==> config.mk <==
export PLATFORM = sky130hd
export DESIGN_NAME = ysyx_041514_icache_lite
export DESIGN_NICKNAME = d
export VERILOG_FILES = /design/src/rtl/ysyx_041514_icache_pkg.sv /design/src/rtl/ysyx_041514_icache_array.sv /design/src/rtl/ysyx_041514_icache_lite.sv
export SDC_FILE = /design/constraint.sdc
export NUM_CORES = 2
export LEC_CHECK = 0
export ABC_AREA = 0
export BUFFER_PORTS_ARGS = -buffer_cell sky130_fd_sc_hd__buf_4
export CORE_MARGIN = 2
export CORE_UTILIZATION = 60
export CTS_CLUSTER_DIAMETER = 40
export DETAILED_ROUTE_END_ITERATION = 7
export HOLD_SLACK_MARGIN = 0.02
export PLACE_DENSITY = 0.77
export SLEW_MARGIN = 30
export SYNTH_ARGS = -nofsm -noshare
export SYNTH_HDL_FRONTEND = slang
export SYNTH_SLANG_ARGS = --single-unit
==> constraint.sdc <==
create_clock -name clk -period 21.6 [get_ports clk]
set_clock_uncertainty 0.1 [all_clocks]
set_input_delay 2.16 -clock clk [delete_from_list [all_inputs] [get_ports clk]]
set_output_delay 2.16 -clock clk [all_outputs]
set_load 0.02 [all_outputs]
==> src/rtl/ysyx_041514_icache_pkg.sv <==
// rtl/ysyx_041514_icache_pkg.sv - shared types and sizes for the instruction cache
package ysyx_041514_icache_pkg;

    typedef enum logic [1:0] {
        ST_IDLE   = 2'd0,
        ST_REQ    = 2'd1,
        ST_REFILL = 2'd2
    } state_e;

    localparam int LINE_W       = 128;
    localparam int BEAT_W       = 64;
    localparam int BEATS        = LINE_W / BEAT_W;
    localparam int DEF_INDEX_W  = 4;
    localparam int DEF_OFFSET_W = 4;

endpackage

==> src/rtl/ysyx_041514_icache_array.sv <==
// rtl/ysyx_041514_icache_array.sv - tag/valid/data storage, combinational read, synchronous write
module ysyx_041514_icache_array
    import ysyx_041514_icache_pkg::*;
#(
    parameter int INDEX_W = DEF_INDEX_W,
    parameter int TAG_W   = 24
) (
    input  logic               clk,
    input  logic               rst,
    input  logic [INDEX_W-1:0] rd_index_i,
    output logic               rd_valid_o,
    output logic [TAG_W-1:0]   rd_tag_o,
    output logic [LINE_W-1:0]  rd_data_o,
    input  logic               wr_en_i,
    input  logic               wr_valid_i,
    input  logic [INDEX_W-1:0] wr_index_i,
    input  logic [TAG_W-1:0]   wr_tag_i,
    input  logic [LINE_W-1:0]  wr_data_i,
    input  logic               clear_all_i
);

    localparam int NLINES = 1 << INDEX_W;

    logic [NLINES-1:0] valid_q;
    logic [NLINES-1:0] valid_d;
    logic [TAG_W-1:0]  tag_q  [NLINES];
    logic [LINE_W-1:0] data_q [NLINES];

    // A write landing together with a clear-all still decides its own line's valid bit.
    always_comb begin
        valid_d = clear_all_i ? '0 : valid_q;
        if (wr_en_i) begin
            valid_d[wr_index_i] = wr_valid_i;
        end
    end

    always_ff @(posedge clk or posedge rst) begin
        if (rst) begin
            valid_q <= '0;
        end else begin
            valid_q <= valid_d;
        end
    end

    always_ff @(posedge clk) begin
        if (wr_en_i) begin
            tag_q[wr_index_i]  <= wr_tag_i;
            data_q[wr_index_i] <= wr_data_i;
        end
    end

    assign rd_valid_o = valid_q[rd_index_i];
    assign rd_tag_o   = tag_q[rd_index_i];
    assign rd_data_o  = data_q[rd_index_i];

endmodule

==> src/rtl/ysyx_041514_icache_lite.sv <==
// rtl/ysyx_041514_icache_lite.sv - direct-mapped blocking icache: lookup, refill FSM, output mux
module ysyx_041514_icache_lite
    import ysyx_041514_icache_pkg::*;
#(
    parameter int INDEX_W  = DEF_INDEX_W,
    parameter int OFFSET_W = DEF_OFFSET_W,
    parameter int PADDR_W  = 32
) (
    input  logic               clk,
    input  logic               rst,
    input  logic               if_req_valid_i,
    input  logic [63:0]        inst_addr_i,
    input  logic               flush_i,
    output logic               if_rdata_valid_o,
    output logic [63:0]        if_rdata_o,
    output logic               mem_req_valid_o,
    input  logic               mem_req_ready_i,
    output logic [PADDR_W-1:0] mem_req_addr_o,
    input  logic               mem_rsp_valid_i,
    input  logic [63:0]        mem_rsp_data_i,
    input  logic               mem_rsp_last_i
);

    localparam int TAG_W = PADDR_W - OFFSET_W - INDEX_W;
    localparam int CNT_W = (BEATS > 1) ? $clog2(BEATS) : 1;

    state_e             state_q;
    logic [PADDR_W-1:0] miss_addr_q;
    logic               mem_req_valid_q;
    logic [CNT_W-1:0]   beat_cnt_q;
    logic [LINE_W-1:0]  line_buf_q;
    logic [LINE_W-1:0]  line_buf_d;
    logic               flush_pend_q;

    logic [TAG_W-1:0]   req_tag;
    logic [INDEX_W-1:0] req_index;
    logic [1:0]         word_sel;
    logic               arr_valid;
    logic [TAG_W-1:0]   arr_tag;
    logic [LINE_W-1:0]  arr_data;
    logic [31:0]        hit_word;
    logic               hit;
    logic               miss;
    logic               refill_done;
    logic               unused_bits;

    assign req_tag   = inst_addr_i[PADDR_W-1:OFFSET_W+INDEX_W];
    assign req_index = inst_addr_i[OFFSET_W+INDEX_W-1:OFFSET_W];
    assign word_sel  = inst_addr_i[3:2];
    assign unused_bits = ^{inst_addr_i[63:PADDR_W], inst_addr_i[1:0], miss_addr_q[OFFSET_W-1:0]};

    assign hit  = if_req_valid_i && (state_q == ST_IDLE) && arr_valid &&
                  (arr_tag == req_tag) && !flush_i;
    assign miss = if_req_valid_i && (state_q == ST_IDLE) && !hit;
    assign refill_done = (state_q == ST_REFILL) && mem_rsp_valid_i && mem_rsp_last_i;

    assign hit_word         = arr_data[word_sel*32 +: 32];
    assign if_rdata_valid_o = hit;
    assign if_rdata_o       = hit ? {32'b0, hit_word} : 64'b0;
    assign mem_req_valid_o  = mem_req_valid_q;
    assign mem_req_addr_o   = miss_addr_q;

    // The final beat bypasses the buffer so the array write sees the complete line.
    always_comb begin
        line_buf_d = line_buf_q;
        line_buf_d[beat_cnt_q*BEAT_W +: BEAT_W] = mem_rsp_data_i;
    end

    always_ff @(posedge clk or posedge rst) begin
        if (rst) begin
            state_q         <= ST_IDLE;
            miss_addr_q     <= '0;
            mem_req_valid_q <= 1'b0;
            beat_cnt_q      <= '0;
            line_buf_q      <= '0;
            flush_pend_q    <= 1'b0;
        end else begin
            case (state_q)
                ST_IDLE: begin
                    if (miss) begin
                        miss_addr_q     <= {inst_addr_i[PADDR_W-1:OFFSET_W], {OFFSET_W{1'b0}}};
                        mem_req_valid_q <= 1'b1;
                        state_q         <= ST_REQ;
                    end
                end
                ST_REQ: begin
                    if (mem_req_ready_i) begin
                        mem_req_valid_q <= 1'b0;
                        beat_cnt_q      <= '0;
                        state_q         <= ST_REFILL;
                    end
                end
                ST_REFILL: begin
                    if (flush_i) begin
                        flush_pend_q <= 1'b1;
                    end
                    if (mem_rsp_valid_i) begin
                        line_buf_q <= line_buf_d;
                        beat_cnt_q <= beat_cnt_q + 1'b1;
                        if (mem_rsp_last_i) begin
                            flush_pend_q <= 1'b0;
                            state_q      <= ST_IDLE;
                        end
                    end
                end
                default: state_q <= ST_IDLE;
            endcase
        end
    end

    ysyx_041514_icache_array #(
        .INDEX_W (INDEX_W),
        .TAG_W   (TAG_W)
    ) u_array (
        .clk         (clk),
        .rst         (rst),
        .rd_index_i  (req_index),
        .rd_valid_o  (arr_valid),
        .rd_tag_o    (arr_tag),
        .rd_data_o   (arr_data),
        .wr_en_i     (refill_done),
        .wr_valid_i  (!flush_pend_q && !flush_i),
        .wr_index_i  (miss_addr_q[OFFSET_W+INDEX_W-1:OFFSET_W]),
        .wr_tag_i    (miss_addr_q[PADDR_W-1:OFFSET_W+INDEX_W]),
        .wr_data_i   (line_buf_d),
        .clear_all_i (flush_i)
    );

endmodule

==> flow_metrics.py <==
metrics = {
    "setup_path": {
        "cpMostUsedCell": "buf_4",
        "end_kind": "primary output",
        "cp-start-kind": "input pin",
        "reg2reg_depth": 9,
        "path_cells": "buf_8 -> buf_4 -> buf_4 -> buf_4 -> and3b_1 -> o21ai_0 -> o2111ai_1 -> nand4_1 -> or3_1 -> a2111oi_0 -> nand4_4 -> buf_4 -> a211oi_1 -> buf_4",
        "path_delay_family": "buffers and inverters",
        "reg2reg_slack_ns": 16.65,
        "cpPeakStageDelay_ns": 0.92,
        "crit_slowest_cell": "a211oi_1",
        "criticalPathCategory": "input pin to primary output",
        "reg2reg_from": "state_q[1]$_DFFE_PP0P_",
        "crit_arrival_ns": 8.88,
        "regToRegEndpoint": "u_array.data_q[2][85]$_DFFE_PP_",
        "cp_data_required_time_ns": 19.34,
        "crit_buf_inv": 6,
        "cp_max_fo": 92,
    },
    "die": {
        "core_mm2": 0.168,
        "die_height_um": 415,
        "die-area_mm2": 0.172,
        "start_util_pct": 60.5,
        "die_w_um": 415,
        "num_io_pins": 233,
        "rows": 150,
    },
    "grt": {
        "grt_first_pass_wirelength_um": 358000,
        "grt_max_degree": 131,
        "grt_use_total_pct": 28.9,
        "overflow": 0,
        "antenna_found_initial": 12,
        "grt_pass1_vias": 52000,
    },
    "sta": {
        "hold_violations": 0,
        "rsz0062_at_grt": "no",
        "fin_crit_sh_pct": 51.6,
        "setup_violations": 0,
        "worst_slack_ns": 10.46,
        "slew_headroom_pct": 22.7,
        "worst_slew_pin_slew_ns": 1.16,
        "setup_tns_ns": 0,
        "finalCriticalPeriod_ns": 11.14,
        "drv_slew": 0,
        "max_freq_mhz": 89.8,
    },
    "cts": {
        "htreeDepth": 5,
        "post_cts_resized": 0,
        "hold_buffers": 0,
        "cts_tree": "built",
        "clock-sinks": 2609,
        "max-clock-path-buffers": 4,
        "clock_latency_ns": 0.92,
        "cts_buffers": 304,
        "cts_root_buf": "clkbuf_16",
        "cts_setup_buffers": 0,
        "cts.clk_slew.worst_paths_ns": 0.05,
    },
    "synthesis": {
        "synth_ff_type": "edfxtp_1",
        "async_flop_share_pct": 6.78,
        "syn_area_mm2": 0.101,
        "ys_seq_elements": 2609,
        "ys_seq_area_share_pct": 76.4,
        "syn_avg_cell_area_um2": 22.3,
        "ys_warn_count": 0,
        "synth_cell_types": 60,
        "synth_edf_count": 2432,
        "synthCells": 4541,
    },
    "route": {
        "via_per_inst": 6.82,
        "wl_per_cell_um": 33.8,
        "dr_total_vias": 49800,
        "dr.first_iter.drc_count": 6986,
        "antenna_left": 0,
        "dr.pass1.iters": 6,
        "routed_wl_um": 247000,
        "drc": 0,
    },
    "final_layout": {
        "drive_gt1_share_pct": 32.3,
        "nets": 4988,
        "area_growth_pct": 13.7,
    },
    "worst_hold_path": {
        "hold_path_class": "flop to flop",
        "min_to": "line_buf_q[94]$_DFFE_PP0P_",
        "min_from": "line_buf_q[94]$_DFFE_PP0P_",
        "whs_path_depth": 2,
    },
    "placed_design": {
        "place_congestion": 0.747,
        "hpwlAfterDp_um": 113000,
        "place_ws_ns": 10.46,
        "io_buffers": 162,
    },
    "power": {
        "cellLeakagePower_nw": 38.1,
        "pwr_density_cell_mw_per_mm2": 113,
        "max-vdd-ir-drop_mv": 0.0790,
    },
    "flow_run": {
        "cap_viol_max_count": 0,
    },
    "outcome": {
        "status": "finished clean",
    },
}
-- worst max-delay path by stage --
stage	from	slack, ns	cells after the start	to
global route	inst_addr_i[4]	10.16	12	if_rdata_o[14]
global placement	inst_addr_i[4]	10.22	12	if_rdata_o[30]
CTS	inst_addr_i[4]	10.35	12	if_rdata_o[30]
detailed placement	inst_addr_i[4]	10.46	12	if_rdata_o[30]
floorplan	mem_rsp_valid_i	7.32	7	u_array.valid_q[0]$_DFF_PP0_
finish	inst_addr_i[5]	10.46	14	if_rdata_o[11]
-- registers in the layout, summed over array words and instances (netlist names) --
register and cells:
u_array.data_q 2048, beat_cnt_q 1, mem_req_addr_o 28, u_array.valid_q 16, flush_pend_q 1, state_q 2, u_array.tag_q 384, mem_req_valid_o 1
line_buf_q 128
-- kinds of logic after synthesis --
logic type,Yosys count,synth area share (%)
AND/OR/NAND/NOR,536,2.21
other,1,0.00370
buffers and inverters,289,1.39
XOR/XNOR,24,0.207
AO/OA/AOI/OAI,98,0.672
multiplexers,984,19.2
flip-flops,2609,76.4
-- per-layer routing --
layer	GRT usage, %	up-vias	part of all wire [%]
li1	-	19500	-
met3	6.64	549	10
met4	11.5	6	3.8
met2	46.8	3461	50
met1	38.8	26300	36
met5	0	-	0.017
-- worst register-to-register path: stages, from the launching register on --
cell and delay [ns]:
dfrtp_1 0.42, nor2b_1 0.60, and2_4 0.38, nand2_1 0.13
nor2_1 0.10, nand2_1 0.21, nor3_2 0.23, buf_4 0.59
buf_4 0.94, buf_6 0.79
-- power by group --
part	internal, mW	leakage, nW	switching (mW)
Combinational	0.427	8.97	0.932
Clock	3.08	4.85	2.04
Sequential	6.31	24.3	0.224
Total	9.81	38.1	3.19
-- layout by cell type (no fill, tap or decap), drive strengths merged, types with 18 or more instances in the layout --
| cell | Yosys | layout |
|---|---|---|
| nor2b | 42 | 42 |
| a211oi | 32 | 32 |
| clkbuf | 124 | 373 |
| mux4 | 748 | 748 |
| dfrtp | 177 | 177 |
| bufinv | 0 | 31 |
| mux2i | 72 | 72 |
| mux2 | 164 | 164 |
| edfxtp | 2432 | 2432 |
| buf | 156 | 251 |
| clkinv | 0 | 81 |
| clkinvlp | 0 | 19 |
| xnor2 | 18 | 18 |
| conb | 1 | 36 |
| nor2 | 40 | 40 |
| nand2 | 412 | 412 |
| inv | 9 | 41 |
-- cells in the mapped netlist (all sizes together) (2+ instances only) --
cell type,instances,share of area (%)
edfxtp,2432,72
nand2,412,1.5
xnor2,18,0.16
a211oi,32,0.24
o22ai,13,0.080
nor2b,42,0.27
inv,9,0.033
nor4,2,0.019
xor2,6,0.052
mux4,748,17
buf,156,0.90
o21ai,13,0.064
nand2b,10,0.062
clkbuf,124,0.46
a21oi,12,0.059
nand3,7,0.035
or3,2,0.012
mux2,164,1.8
or2,3,0.019
mux2i,72,0.71
nor3,6,0.030
o211ai,2,0.015
o2111ai,2,0.017
a211o,2,0.017
nor2,40,0.15
a31oi,2,0.012
and3b,2,0.017
nor3b,3,0.022
dfrtp,177,4.4
a22oi,4,0.030
nand4,3,0.025
-- final cells by class --
cell class	instances	area, um2
Clock inverter	163	1850
Tap cell	2204	2760
Fill cell	9379	52200
Sequential cell	2609	77500
Antenna cell	6	15.0
Multi-Input combinational cell	1678	22800
Timing Repair Buffer	251	2280
Clock buffer	373	8150
Inverter	9	41.3
-- per-stage QoR --
| step | power (mW) | instance area (um2) | hold WS (ns) | util (%) | cells |
|---|---|---|---|---|---|
| 6_report | 13.0 | 115000 | 0.371 | 68.9 | 7293 |
| 4_1_cts | 13.0 | 115000 | 0.374 | 68.8 | 7284 |
| 5_1_grt | 13.4 | 115000 | 0.396 | 68.9 | 7291 |
| 2_1_floorplan | 7.44 | 102000 | 0.340 | - | 4576 |
| 3_3_place_gp | 7.84 | 105000 | 0.353 | 62.7 | 6742 |
| 3_5_place_dp | 7.94 | 105000 | 0.358 | 62.8 | 6748 |
Power figures use the tool's default switching activity.
